### config.mk
export PLATFORM = sky130hd
export DESIGN_NAME = chess_move_controller
export DESIGN_NICKNAME = d
export VERILOG_FILES = /design/src/rtl/chess_pkg.sv /design/src/rtl/key_edge_detect.sv /design/src/rtl/chess_move_controller.sv
export SDC_FILE = /design/constraint.sdc
export NUM_CORES = 1
export LEC_CHECK = 0
export CAP_MARGIN = 20
export CORE_MARGIN = 2
export CORE_UTILIZATION = 26
export CTS_BUF_LIST = sky130_fd_sc_hd__clkbuf_2 sky130_fd_sc_hd__clkbuf_4 sky130_fd_sc_hd__clkbuf_8
export DETAILED_ROUTE_END_ITERATION = 8
export DONT_BUFFER_PORTS = 1
export PLACE_DENSITY = 0.49
export SLEW_MARGIN = 20
export SYNTH_ARGS = -nofsm -noshare
export SYNTH_HDL_FRONTEND = slang
export SYNTH_SLANG_ARGS = --single-unit
### constraint.sdc
create_clock -name clock -period 17.15 [get_ports clock]
set_clock_uncertainty 0.15 [all_clocks]
set_input_delay 2.5725 -clock clock [delete_from_list [all_inputs] [get_ports clock]]
set_output_delay 2.5725 -clock clock [all_outputs]
set_load 0.02 [all_outputs]
### src/rtl/chess_pkg.sv
// Shared chess encodings: square code fields, FSM states and the opening board.
package chess_pkg;

    localparam int unsigned CHESS_SQUARES = 64;
    localparam int unsigned SQUARE_WIDTH  = 4;
    localparam int unsigned MATRIX_WIDTH  = CHESS_SQUARES * SQUARE_WIDTH;
    localparam int unsigned IDX_WIDTH     = 6;

    typedef enum logic [2:0] {
        EMPTY    = 3'd0,
        PAWN     = 3'd1,
        KNIGHT   = 3'd2,
        BISHOP   = 3'd3,
        ROOK     = 3'd4,
        QUEEN    = 3'd5,
        KING     = 3'd6,
        RESERVED = 3'd7
    } piece_e;

    typedef enum logic {
        WHITE = 1'b0,
        BLACK = 1'b1
    } colour_e;

    typedef enum logic [1:0] {
        SEL_SRC = 2'd0,
        SEL_DST = 2'd1,
        COMMIT  = 2'd2,
        OVER    = 2'd3
    } state_e;

    // Rows packed high-to-low (row7 .. row0); within a row col7 is the top nibble.
    localparam logic [MATRIX_WIDTH-1:0] INIT_LAYOUT = {
        32'hCABE_DBAC,
        32'h9999_9999,
        32'h0000_0000,
        32'h0000_0000,
        32'h0000_0000,
        32'h0000_0000,
        32'h1111_1111,
        32'h4236_5324
    };

    function automatic logic [SQUARE_WIDTH-1:0] square_at(
        input logic [MATRIX_WIDTH-1:0] board,
        input logic [IDX_WIDTH-1:0]    idx
    );
        return board[{idx, 2'b00} +: SQUARE_WIDTH];
    endfunction

endpackage

### src/rtl/key_edge_detect.sv
// Rising-edge pulse for one debounced key; a key already held when reset lifts never fires.
module key_edge_detect (
    input  logic clock,
    input  logic resetApp,
    input  logic key_i,
    output logic pulse_c
);

    logic key_q;
    logic armed_q;

    always_ff @(posedge clock or posedge resetApp) begin
        if (resetApp) begin
            key_q   <= 1'b0;
            armed_q <= 1'b0;
        end else begin
            key_q   <= key_i;
            armed_q <= 1'b1;
        end
    end

    // armed_q masks the first post-reset cycle, before key_q has seen the level.
    assign pulse_c = armed_q & key_i & ~key_q;

endmodule

### src/rtl/chess_move_controller.sv
// Owns the board matrix: cursor navigation, source/destination selection and move commit.
module chess_move_controller
    import chess_pkg::*;
(
    input  logic                    clock,
    input  logic                    resetApp,
    input  logic                    KeyLeft,
    input  logic                    KeyRight,
    input  logic                    KeyUp,
    input  logic                    KeyDown,
    input  logic                    KeySelect,
    output logic [MATRIX_WIDTH-1:0] Matrix,
    output logic [IDX_WIDTH-1:0]    CursorIdx,
    output logic [IDX_WIDTH-1:0]    SrcIdx,
    output logic                    SrcValid,
    output logic                    Turn,
    output logic                    MoveDone,
    output logic                    GameOver
);

    localparam logic [IDX_WIDTH-1:0] CURSOR_RESET = IDX_WIDTH'(12);

    logic left_ev, right_ev, up_ev, down_ev, select_ev;

    key_edge_detect u_key_left   (.clock(clock), .resetApp(resetApp), .key_i(KeyLeft),   .pulse_c(left_ev));
    key_edge_detect u_key_right  (.clock(clock), .resetApp(resetApp), .key_i(KeyRight),  .pulse_c(right_ev));
    key_edge_detect u_key_up     (.clock(clock), .resetApp(resetApp), .key_i(KeyUp),     .pulse_c(up_ev));
    key_edge_detect u_key_down   (.clock(clock), .resetApp(resetApp), .key_i(KeyDown),   .pulse_c(down_ev));
    key_edge_detect u_key_select (.clock(clock), .resetApp(resetApp), .key_i(KeySelect), .pulse_c(select_ev));

    state_e                   state_q;
    logic [MATRIX_WIDTH-1:0]  matrix_q;
    logic [IDX_WIDTH-1:0]     cursor_q, cursor_d;
    logic [IDX_WIDTH-1:0]     src_q, dst_q;
    logic                     src_valid_q, turn_q, move_done_q, game_over_q;

    logic [SQUARE_WIDTH-1:0]  cur_sq, src_sq, dst_sq;
    logic                     cur_own;
    logic [2:0]               cur_row, cur_col;

    assign cur_sq  = square_at(matrix_q, cursor_q);
    assign src_sq  = square_at(matrix_q, src_q);
    assign dst_sq  = square_at(matrix_q, dst_q);
    assign cur_own = (cur_sq[2:0] != 3'(EMPTY)) && (cur_sq[3] == turn_q);
    assign cur_row = cursor_q[5:3];
    assign cur_col = cursor_q[2:0];

    // Saturating cursor step, one direction per cycle: Left > Right > Up > Down.
    always_comb begin
        cursor_d = cursor_q;
        if (state_q == SEL_SRC || state_q == SEL_DST) begin
            if (left_ev) begin
                if (cur_col != 3'd0) cursor_d = cursor_q - IDX_WIDTH'(1);
            end else if (right_ev) begin
                if (cur_col != 3'd7) cursor_d = cursor_q + IDX_WIDTH'(1);
            end else if (up_ev) begin
                if (cur_row != 3'd7) cursor_d = cursor_q + IDX_WIDTH'(8);
            end else if (down_ev) begin
                if (cur_row != 3'd0) cursor_d = cursor_q - IDX_WIDTH'(8);
            end
        end
    end

    always_ff @(posedge clock or posedge resetApp) begin
        if (resetApp) begin
            state_q     <= SEL_SRC;
            matrix_q    <= INIT_LAYOUT;
            cursor_q    <= CURSOR_RESET;
            src_q       <= '0;
            dst_q       <= '0;
            src_valid_q <= 1'b0;
            turn_q      <= 1'b0;
            move_done_q <= 1'b0;
            game_over_q <= 1'b0;
        end else begin
            move_done_q <= 1'b0;
            cursor_q    <= cursor_d;
            case (state_q)
                SEL_SRC: begin
                    if (select_ev && cur_own) begin
                        src_q       <= cursor_q;
                        src_valid_q <= 1'b1;
                        state_q     <= SEL_DST;
                    end
                end
                SEL_DST: begin
                    if (select_ev) begin
                        if (cursor_q == src_q) begin
                            src_valid_q <= 1'b0;
                            state_q     <= SEL_SRC;
                        end else if (cur_own) begin
                            src_q <= cursor_q;
                        end else begin
                            dst_q   <= cursor_q;
                            state_q <= COMMIT;
                        end
                    end
                end
                COMMIT: begin
                    matrix_q[{dst_q, 2'b00} +: SQUARE_WIDTH] <= src_sq;
                    matrix_q[{src_q, 2'b00} +: SQUARE_WIDTH] <= '0;
                    move_done_q <= 1'b1;
                    src_valid_q <= 1'b0;
                    if (dst_sq[2:0] == 3'(KING)) begin
                        game_over_q <= 1'b1;
                        state_q     <= OVER;
                    end else begin
                        turn_q  <= ~turn_q;
                        state_q <= SEL_SRC;
                    end
                end
                OVER: begin
                    state_q <= OVER;
                end
                default: begin
                    state_q <= SEL_SRC;
                end
            endcase
        end
    end

    assign Matrix    = matrix_q;
    assign CursorIdx = cursor_q;
    assign SrcIdx    = src_q;
    assign SrcValid  = src_valid_q;
    assign Turn      = turn_q;
    assign MoveDone  = move_done_q;
    assign GameOver  = game_over_q;

endmodule

Word level (Yosys, flattened, before mapping). Index checks and enable logic that the tools add are counted. W data, S select, Z words.

Input port bits: 7. Logic and storage cells: 108. Output and inout bits: 272. Flip-flop bits (word level): 286.

Multiplexer cells: 26. Shift operators: 7. Bitwise gates (word level): 19. $add $sub $neg: 6. Reductions and logical operators: 18. Eq/ne operators: 17.

Operators by type and width (count): $bwmux W256 (2); $shift A4 B10 Y256 const A (2); $shiftx A256 B9 Y4 (2); $shiftx A256 B9 Y3 (1); $shiftx A4 B10 Y256 (1); $shiftx A4 B10 Y256 const A (1); $mux W6 (12); $neg A8 Y10 (2); $pmux W6 S2 (1); $reduce_bool A3 Y1 (4); $and A1 B1 Y1 (10); $mux W2 (5); $not A1 Y1 (9); $pmux W2 S4 (1); $reduce_and A4 Y1 (2); $reduce_bool A4 Y1 (2); $add A6 B1 Y6 const B (1); $add A6 B4 Y6 const B (1); $eq A6 B6 Y1 (1); $ne A2 B1 Y1 const B (3); $ne A2 B2 Y1 const B (3); $ne A3 B2 Y1 const B (2); $ne A3 B3 Y1 const B (2); $reduce_and A6 Y1 (1); other kinds (16) (22).

Logic depth before layout (Yosys ltp). Gate-level depths: netlist of run 1.

Depth in word-level cells: 7. Depth in mapped cells: 16. Gate-level depth less buffers: 10.

Hierarchy. From an unflattened synthesis of run 1, not the netlist that was laid out.

Cell total of the unflattened synthesis: 1651. Area total of the unflattened synthesis: 17690.7 sq um.

By module, submodules not included: chess_move_controller (area each 17359.1 sq um, seq. area each 7079.3 sq um, cells an instance 1626, instances 1); key_edge_detect (area each 66.3 sq um, seq. area each 50.0 sq um, cells an instance 5, instances 5).

Least setup slack after synthesis of run 1. Ideal clock, no wire load.

Kind: input -> register. Start point: input KeyLeft. End point: register cursor_q[4] (netlist: CursorIdx[4]). Stages on the path: 9. Path buffers: 1. Library setup time: 0.132 ns. Arrival time: 3.885 ns. Slack: 12.982 ns. Path through: nand2_1 > or2_2 > buf_1 > o32ai_1 > a21oi_1 > nand2_1 > nor3_1 > a211oi_1 > o22ai_1.

Longest elaborated chain between the ends: 4. Elaborated cells between the ends (all ways): 9. Those cells by class: eq/ne: 3; mux: 1; bitwise: 2; reduce/logical: 3.

RTL lines: from (decl) (RTL line chess_move_controller.sv:7) `input logic KeyLeft,`; $and A1 B1 Y1 (*) (2 in a row) (RTL line key_edge_detect.sv:23) `assign pulse_c = armed_q & key_i & ~key_q;`; $ne A4 B4 Y1 (no line), or another cell as far along; $reduce_and A6 Y1 (no line); to (signal assigned) (RTL line chess_move_controller.sv:77) `cursor_q <= cursor_d;`; to (decl) (RTL line chess_move_controller.sv:33) `logic [IDX_WIDTH-1:0] cursor_q, cursor_d;`.

Mark *: on every way between the ends. The rest lies on a longest branch, timed or not. A chain may end at the register's enable or synchronous reset.

Final worst setup path of run 1.
Start point: register src_q[0] (netlist: SrcIdx[0]). End point: register matrix_q[37] (netlist: Matrix[37]).

Longest elaborated chain between the ends: 4. Elaborated cells between the ends (all ways): 7. Those cells by class: add/sub: 1; shift: 4; mux: 2.

RTL lines: from (decl) (RTL line chess_move_controller.sv:34) `logic [IDX_WIDTH-1:0] src_q, dst_q;`; from (signal assigned) (RTL line chess_move_controller.sv:81) `src_q <= cursor_q;`; from (signal assigned) (RTL line chess_move_controller.sv:92) `src_q <= cursor_q;`; $shiftx A256 B9 Y4 (RTL line chess_pkg.sv:48) `return board[{idx, 2'b00} +: SQUARE_WIDTH];`; $shiftx A4 B10 Y256 (RTL line chess_move_controller.sv:100) `matrix_q[{dst_q, 2'b00} +: SQUARE_WIDTH] <= src_sq;`; $bwmux W256 (RTL line chess_move_controller.sv:100); $bwmux W256 (*) (RTL line chess_move_controller.sv:101) `matrix_q[{src_q, 2'b00} +: SQUARE_WIDTH] <= '0;`; to (signal, indexed assignment) (RTL line chess_move_controller.sv:100); to (decl) (RTL line chess_move_controller.sv:32) `logic [MATRIX_WIDTH-1:0] matrix_q;`.

Marks and branches as above.

==> summary.md, run 1 <==
| Metric | Value |
|---|---|
| Status | complete, no violations |
| Worst setup path category | flip-flop to flip-flop |
| Total Routed Length | 91.21 mm |
| Routed Antenna Nets | 0 |
| Rows | 94 |
| Total negative slack | 0 ps |
| Pins over their slew limit | 0 |
| Most frequent cells in the layout | 222 x dfrtp_1, 175 x nand2_1, 158 x a22o_1 |
| Final period util | 30.29% |
| RSZ-0062 raised after global routing | false |
| R2r setup slk | 11960 ps |
| Total gr overflow | 0 |
| Crit start category | flip-flop |
| Most frequent CP cell | buf_4 |
| Starting density of the core | 26.14% |
| Crit-path cells | buf_4, mux4_2, mux4_2, nor2b_1, a211oi_1, a31oi_4, buf_4, inv_1, nor2_1, buf_4, a22o_1 |
| DR iter-0 viols | 1930 |
| Crit path arrival time | 5570 ps |
| Post-CTS Setup Bufs | 0 |
| Drt wl/cell | 36.21 um |
| CTS tree | yes |
| Avg Cell Area, Syn | 10.42 um^2 |
| CTS Buf Count | 52 |
| DIE AREA | 67930 um^2 |
| Vias | 16.08k |
| Port buffer count | 0 |
| Worst hold-check path type | flip-flop to flip-flop |
| WP data required | 17520 ps |
| Leak | 7.155 nW |
| # fillers | 6786 |
| Max H-tree Level | 2 |
| Chip height | 260.6 um |
| DP HPWL | 67.92 mm |
| Minimum clock period | 5194 ps |
| Pwr Density | 157.2 nW/um^2 |
| Vias in the first global route | 15.62k |
| Cts hold-fix bufs | 0 |
| Global-route wire length before repair | 126.1 mm |
| Rel. slew slack | 18.38% |
| I/O pin total | 279 |
| CP max stage cell | dfrtp_4 |
| Synth Instances | 1644 |
| Hold Fails Final Rpt | 0 |
| YS warnings | 0 |
| Worst-Margin Slew | 1215 ps |
| Clock Pin Slew Worst Setup and Hold Paths | 70 ps |
| Total power | 0.002999 W |
| Slowest stage delay, CP | 1030 ps |
| Die W | 260.6 um |
| Max cap viols | 0 |
| CP max FO | 42 |
| GR Util All Layers | 26.19% |
| Synth Register Bits | 286 |
| Placed inst area | 17860 um^2 |
| Part of the Yosys area used for sequential elements | 42.22% |
| Number of flops mapped to enable cells by yosys | 0 |
| Mapped cell area | 17120 um^2 |
| Initial antenna violation count | 5 |
| DRC viols | 0 |
| GPL Wtd Cong | 0.9705 |
| Vias per inst | 6.382 |
| Synth cell types | 81 |
| Post-layout instance area | 19090 um^2 |
| Core Region | 65510 um^2 |
| Final core occ | 29.13% |
| Root Driver | clkbuf_8 |
| Crit. End Element | flip-flop |
| Setup violators final | 0 |
| Drt pass-1 iters | 8 |
| Worst skew pair latency | 660 ps |
| Share of cells above drive strength 1 | 19.00% |
| Top_reg_cell synth | dfrtp_1 |
| Max Root-Sink Buffers | 3 |
| F_max | 192.5 MHz |
| Nets@finish | 1632 |
| Syn-to-layout area delta | 11.46% |
| Post-cts sizing count | 0 |
| Largest net degree at the start of global routing | 91 |
| WHS | 403.6 ps |
| Most common cell after layout, fill and taps aside | dfrtp_1 |
| Post-synth ARST share | 100.0% |
| # clock sinks | 286 |
| Syn nets | 1665 |
| Maximum vdd drop | 66.89 uV |
[where the power goes]
part           switching, W  total, W  internal, W
sequential         0.000257  0.000990     0.000733
combinational      0.000885   0.00124     0.000356
clock              0.000314  0.000768     0.000454
[sequential cells by signal (all words and copies together), names as in the netlist, 2 cells and up]
signal	flops
CursorIdx	6
Matrix	256
SrcIdx	6
dst_q	6
state_q	2
[final timing paths]
path | start | to | cells after the start
setup reg to reg | SrcIdx[0] | Matrix[37] | 11
hold reg to reg | Matrix[223] | Matrix[223] | 2
hold / removal | Matrix[223] | Matrix[223] | 2
min in group asynchronous | resetApp | Matrix[11] | 1
setup / recovery | SrcIdx[0] | Matrix[37] | 11
max in group asynchronous | resetApp | CursorIdx[1] | 3
[metrics by stage]
step,cells,setup WS [ps]
6_report,2519,11960
3_5_place_dp,2421,11920
3_3_place_gp,2421,11980
5_1_grt,2518,11700
2_1_floorplan,1644,6631
4_1_cts,2517,11970
[worst max-delay path: cells and delay by family (launching register included)]
kind | cells | cell delay [ps]
buf+inv | 4 | 1530
mux | 2 | 1110
flops | 1 | 1030
compound gates | 3 | 850
simple gates | 2 | 320
[synth_stat cells (all sizes together) (5+ instances only)]
cell,count,share of area [%]
a211oi,40,1.8
a21boi,5,0.22
a21oi,52,1.5
a22o,158,8.1
a31oi,24,0.88
and2,10,0.37
and3,5,0.18
buf,62,2.3
clkbuf,52,1.1
clkinv,5,0.18
dfrtp,228,33
dfstp,58,8.9
ha,13,0.95
inv,33,0.72
mux2,11,0.72
mux2i,19,1.1
mux4,96,13
nand2,179,4.0
nand2b,9,0.33
nand3,26,0.76
nand3b,7,0.31
nand4,7,0.26
nand4b,23,1.2
nor2,122,2.7
nor2b,11,0.40
nor3,58,1.7
nor4,29,1.1
nor4b,8,0.41
nor4bb,5,0.29
o2111ai,5,0.26
o211ai,10,0.44
o21ai,122,3.6
o22ai,27,1.0
o311ai,18,0.92
o31ai,11,0.48
o32ai,5,0.26
xnor2,12,0.61
xor2,10,0.51
[area by class of cell]
cell class	instances	area, um^2	area share [%]
Clock inverter	7	135.1	0.7080
Clock buffer	89	1081	5.664
Timing Repair Buffer	27	202.7	1.062
Tap cell	864	1081	5.664
Sequential cell	286	7244	37.96
Inverter	38	161.4	0.8457
Multi-Input combinational cell	1206	9175	48.07
Antenna cell	2	5.005	0.02622
[cells by family (layout without fill, tap and decap cells)]
logic type               count (synthesis)  in the layout  share of synthesized area [%]
multiplexers                           126            126                          14.46
flip-flops                             286            286                          42.22
AND/OR/NAND/NOR                        517            517                          14.86
buffers and inverters                  152            161                          4.318
adder cells (fa/ha/maj)                 14             14                          1.067
other                                    1              3                        0.02190
XOR/XNOR                                22             22                          1.125
AO/OA/AOI/OAI                          526            526                          21.93
[routing by layer]
| metal | GRT usage, % | wire length [um] | part of all wire, % |
|---|---|---|---|
| met1 | 31.36 | 33100 | 36 |
| met2 | 41.20 | 41120 | 45 |
| met3 | 9.586 | 11620 | 13 |
| met4 | 13.56 | 5342 | 5.9 |
| met5 | 0 | 26 | 0.029 |
No activity file was read; power rests on OpenSTA's default activity.
==> inputs of run 2 (changes only) <==
==> constraint.sdc (replaced) <==
create_clock -name clock -period 5.4 [get_ports clock]
set_clock_uncertainty 0.15 [all_clocks]
set_input_delay 0.81 -clock clock [delete_from_list [all_inputs] [get_ports clock]]
set_output_delay 0.81 -clock clock [all_outputs]
set_load 0.02 [all_outputs]
==> run 2 against run 1 <==
Routed wire length down 0.82%. Non-clock buffer count grew 28. Critical endpoint is now Matrix[181]. Final cell count grew 1.3%. Largest cell class unchanged. Sequential power grew to 3.3 times the previous value.
==> summary.md, run 2 (synthesis results as in run 1) <==
| Metric | Value |
|---|---|
| Status | complete, no violations |
| Hold Fails Final Rpt | 0 (unchanged) |
| Reg2reg path depth | 9 (-2) |
| Drt wl/cell | 35.46 um (-2.1%) |
| Reg2reg start | SrcIdx[0] |
| Core Region | 65510 um^2 (unchanged) |
| DIE AREA | 67930 um^2 (unchanged) |
| RSZ-0062 raised after global routing | false |
| WP data required | 5750 ps (-11770 ps) |
| Worst reg2reg endpoint | Matrix[181] |
| Share of cells above drive strength 1 | 20.04% (+1.0 points) |
| Worst-Margin Slew | 1201 ps (-13.75 ps) |
| Routed Antenna Nets | 0 (unchanged) |
| Syn-to-layout area delta | 12.58% |
| Max H-tree Level | 2 (unchanged) |
| Total gr overflow | 0 (unchanged) |
| DP HPWL | 67.74 mm (-0.26%) |
| GPL Wtd Cong | 0.9760 (+0.57%) |
| Logic pwr share | 41.5% (about the same) |
| Rel. slew slack | 18.90% (+0.52 points) |
| CP max FO | 39 (-7.1%) |
| Initial antenna violation count | 2 (-3) |
| R2r setup slk | 740 ps (-11210 ps) |
| Crit path arrival time | 5010 ps (-560 ps) |
| Max cap viols | 0 (unchanged) |
| Clock Pin Slew Worst Setup and Hold Paths | 70 ps (about the same) |
| Nets@finish | 1660 (+1.7%) |
| Switch Pwr | 0.004764 W (+230%) |
| Worst skew pair latency | 700 ps (+40 ps) |
| I/O pin total | 279 (unchanged) |
| Internal power | 0.004824 W (+210%) |
| Post-CTS Setup Bufs | 0 (unchanged) |
| Chip height | 260.6 um (unchanged) |
| Minimum clock period | 4656 ps (-538.4 ps) |
| Clock share of power | 24.2% (-1.4 points) |
| Final period util | 86.22% (+56 points) |
| Crit start category | flip-flop |
| GR Util All Layers | 26.21% (about the same) |
| CTS Buf Count | 52 (unchanged) |
| Root Driver | clkbuf_8 |
| Vias | 16.10k (+0.15%) |
| Leak | 7.268 nW (+1.6%) |
| Largest net degree at the start of global routing | 145 (+59%) |
| Most frequent cells in the layout | 222 x dfrtp_1, 176 x nand2_1, 158 x a22o_1 |
| Total Routed Length | 90.46 mm (-0.82%) |
| Rows | 94 (unchanged) |
| Most common cell after layout, fill and taps aside | dfrtp_1 |
| Vias per inst | 6.311 (-1.1%) |
| DRC viols | 0 (unchanged) |
| Crit path from | SrcIdx[0] |
| Die W | 260.6 um (unchanged) |
| Max FFs per register | 256 (unchanged) |
| Starting density of the core | 26.14% (unchanged) |
| WHS | 16.21 ps (-387.3 ps) |
| Net Sw Frac | 49.69% (+1.1 points) |
| Worst setup path category | flip-flop to flip-flop |
| Setup violators final | 0 (unchanged) |
| Total negative slack | 0 ps (unchanged) |
| CTS tree | yes |
| DR iter-0 viols | 2037 (+5.5%) |
| Pins over their slew limit | 0 (unchanged) |
| F_max | 214.8 MHz (+12%) |
| Port buffer count | 0 (unchanged) |
| Sequential fraction of design power | 34.3% (+1.3 points) |
| Global-route wire length before repair | 126.0 mm (about the same) |
| Pwr Density | 497.3 nW/um^2 (+220%) |
| Worst hold-check path type | input pin to async pin |
| Vias in the first global route | 15.42k (-1.3%) |
| Drt pass-1 iters | 6 (-2) |
| Max Root-Sink Buffers | 3 (unchanged) |
| Setup crit end | Matrix[181] |
| Maximum vdd drop | 217.7 uV (+230%) |
| # clock sinks | 286 (unchanged) |
| Crit. End Element | flip-flop |
==> run 2: cell count changes in the layout (fill, tap and decap cells not counted), moves of 5 or more <==
cell,change
clkbuf_4,-9
buf_4,+20
clkinv_2,+10
dlygate4sd3_1,+5
==> run 2: worst min-delay path by stage <==
stage	from	endpoint	cells after the start
after global routing	resetApp	Matrix[16]	2
after global placement	Matrix[231]	Matrix[231]	2
after CTS	resetApp	Matrix[19]	2
after floorplan	Matrix[223]	Matrix[223]	2
after detailed placement	Matrix[223]	Matrix[223]	2
final	resetApp	Matrix[19]	2
==> run 2: power by group through the flow <==
stage,clock network [W],logic (W),registers [W]
global route,0.00244,0.00410,0.00333
floorplan,0,0.00268,0.00268
detailed placement,0,0.00382,0.00333
CTS,0.00234,0.00384,0.00328
finish,0.00232,0.00398,0.00329
global placement,0,0.00380,0.00332
==> run 2: cell type report <==
| class | count | area, um^2 |
|---|---|---|
| Sequential cell | 286 | 7244 |
| Multi-Input combinational cell | 1206 | 9173 |
| Clock buffer | 81 | 1027 |
| Clock inverter | 16 | 120.1 |
| Inverter | 38 | 157.7 |
| Timing Repair Buffer | 55 | 462.9 |
| Tap cell | 864 | 1081 |
| Fill cell | 6745 | 46230 |
| Antenna cell | 5 | 12.51 |
==> run 2: critical path: stages, from the launching register on <==
cell	delay, ps
dfrtp_4	930
buf_4	490
mux4_2	580
mux4_2	530
a211oi_1	600
a31oi_4	50
buf_4	380
nand2_1	140
buf_4	390
o21ai_0	160
==> run 2: what timing repair did <==
action	in CTS	in global routing
endpoints found under the hold margin	5	0
gates resized for setup	0	0
hold buffers	5	0
==> run 2: routing by layer <==
metal | wire [um] | share of wire, % | vias to the layer above | GRT usage [%]
li1 | - | - | 6435 | -
met1 | 33890 | 37 | 8324 | 32.04
met2 | 41000 | 45 | 1086 | 41.10
met3 | 10430 | 12 | 253 | 8.848
met4 | 5122 | 5.7 | 2 | 13.41
met5 | 15 | 0.017 | - | 0
==> run 2: metrics by stage <==
step	power [W]	area (um^2)	util (%)	setup slack [ps]	std cells
final	0.009588	19280	29.43	744.3	2551
after global placement	0.007123	18070	27.58	915.9	2444
after CTS	0.009463	19270	29.41	774.0	2546
after floorplan	0.005360	17130	-	696.1	1644
after detailed placement	0.007147	18070	27.58	796.9	2444
after global routing	0.009874	19270	29.42	606.1	2548
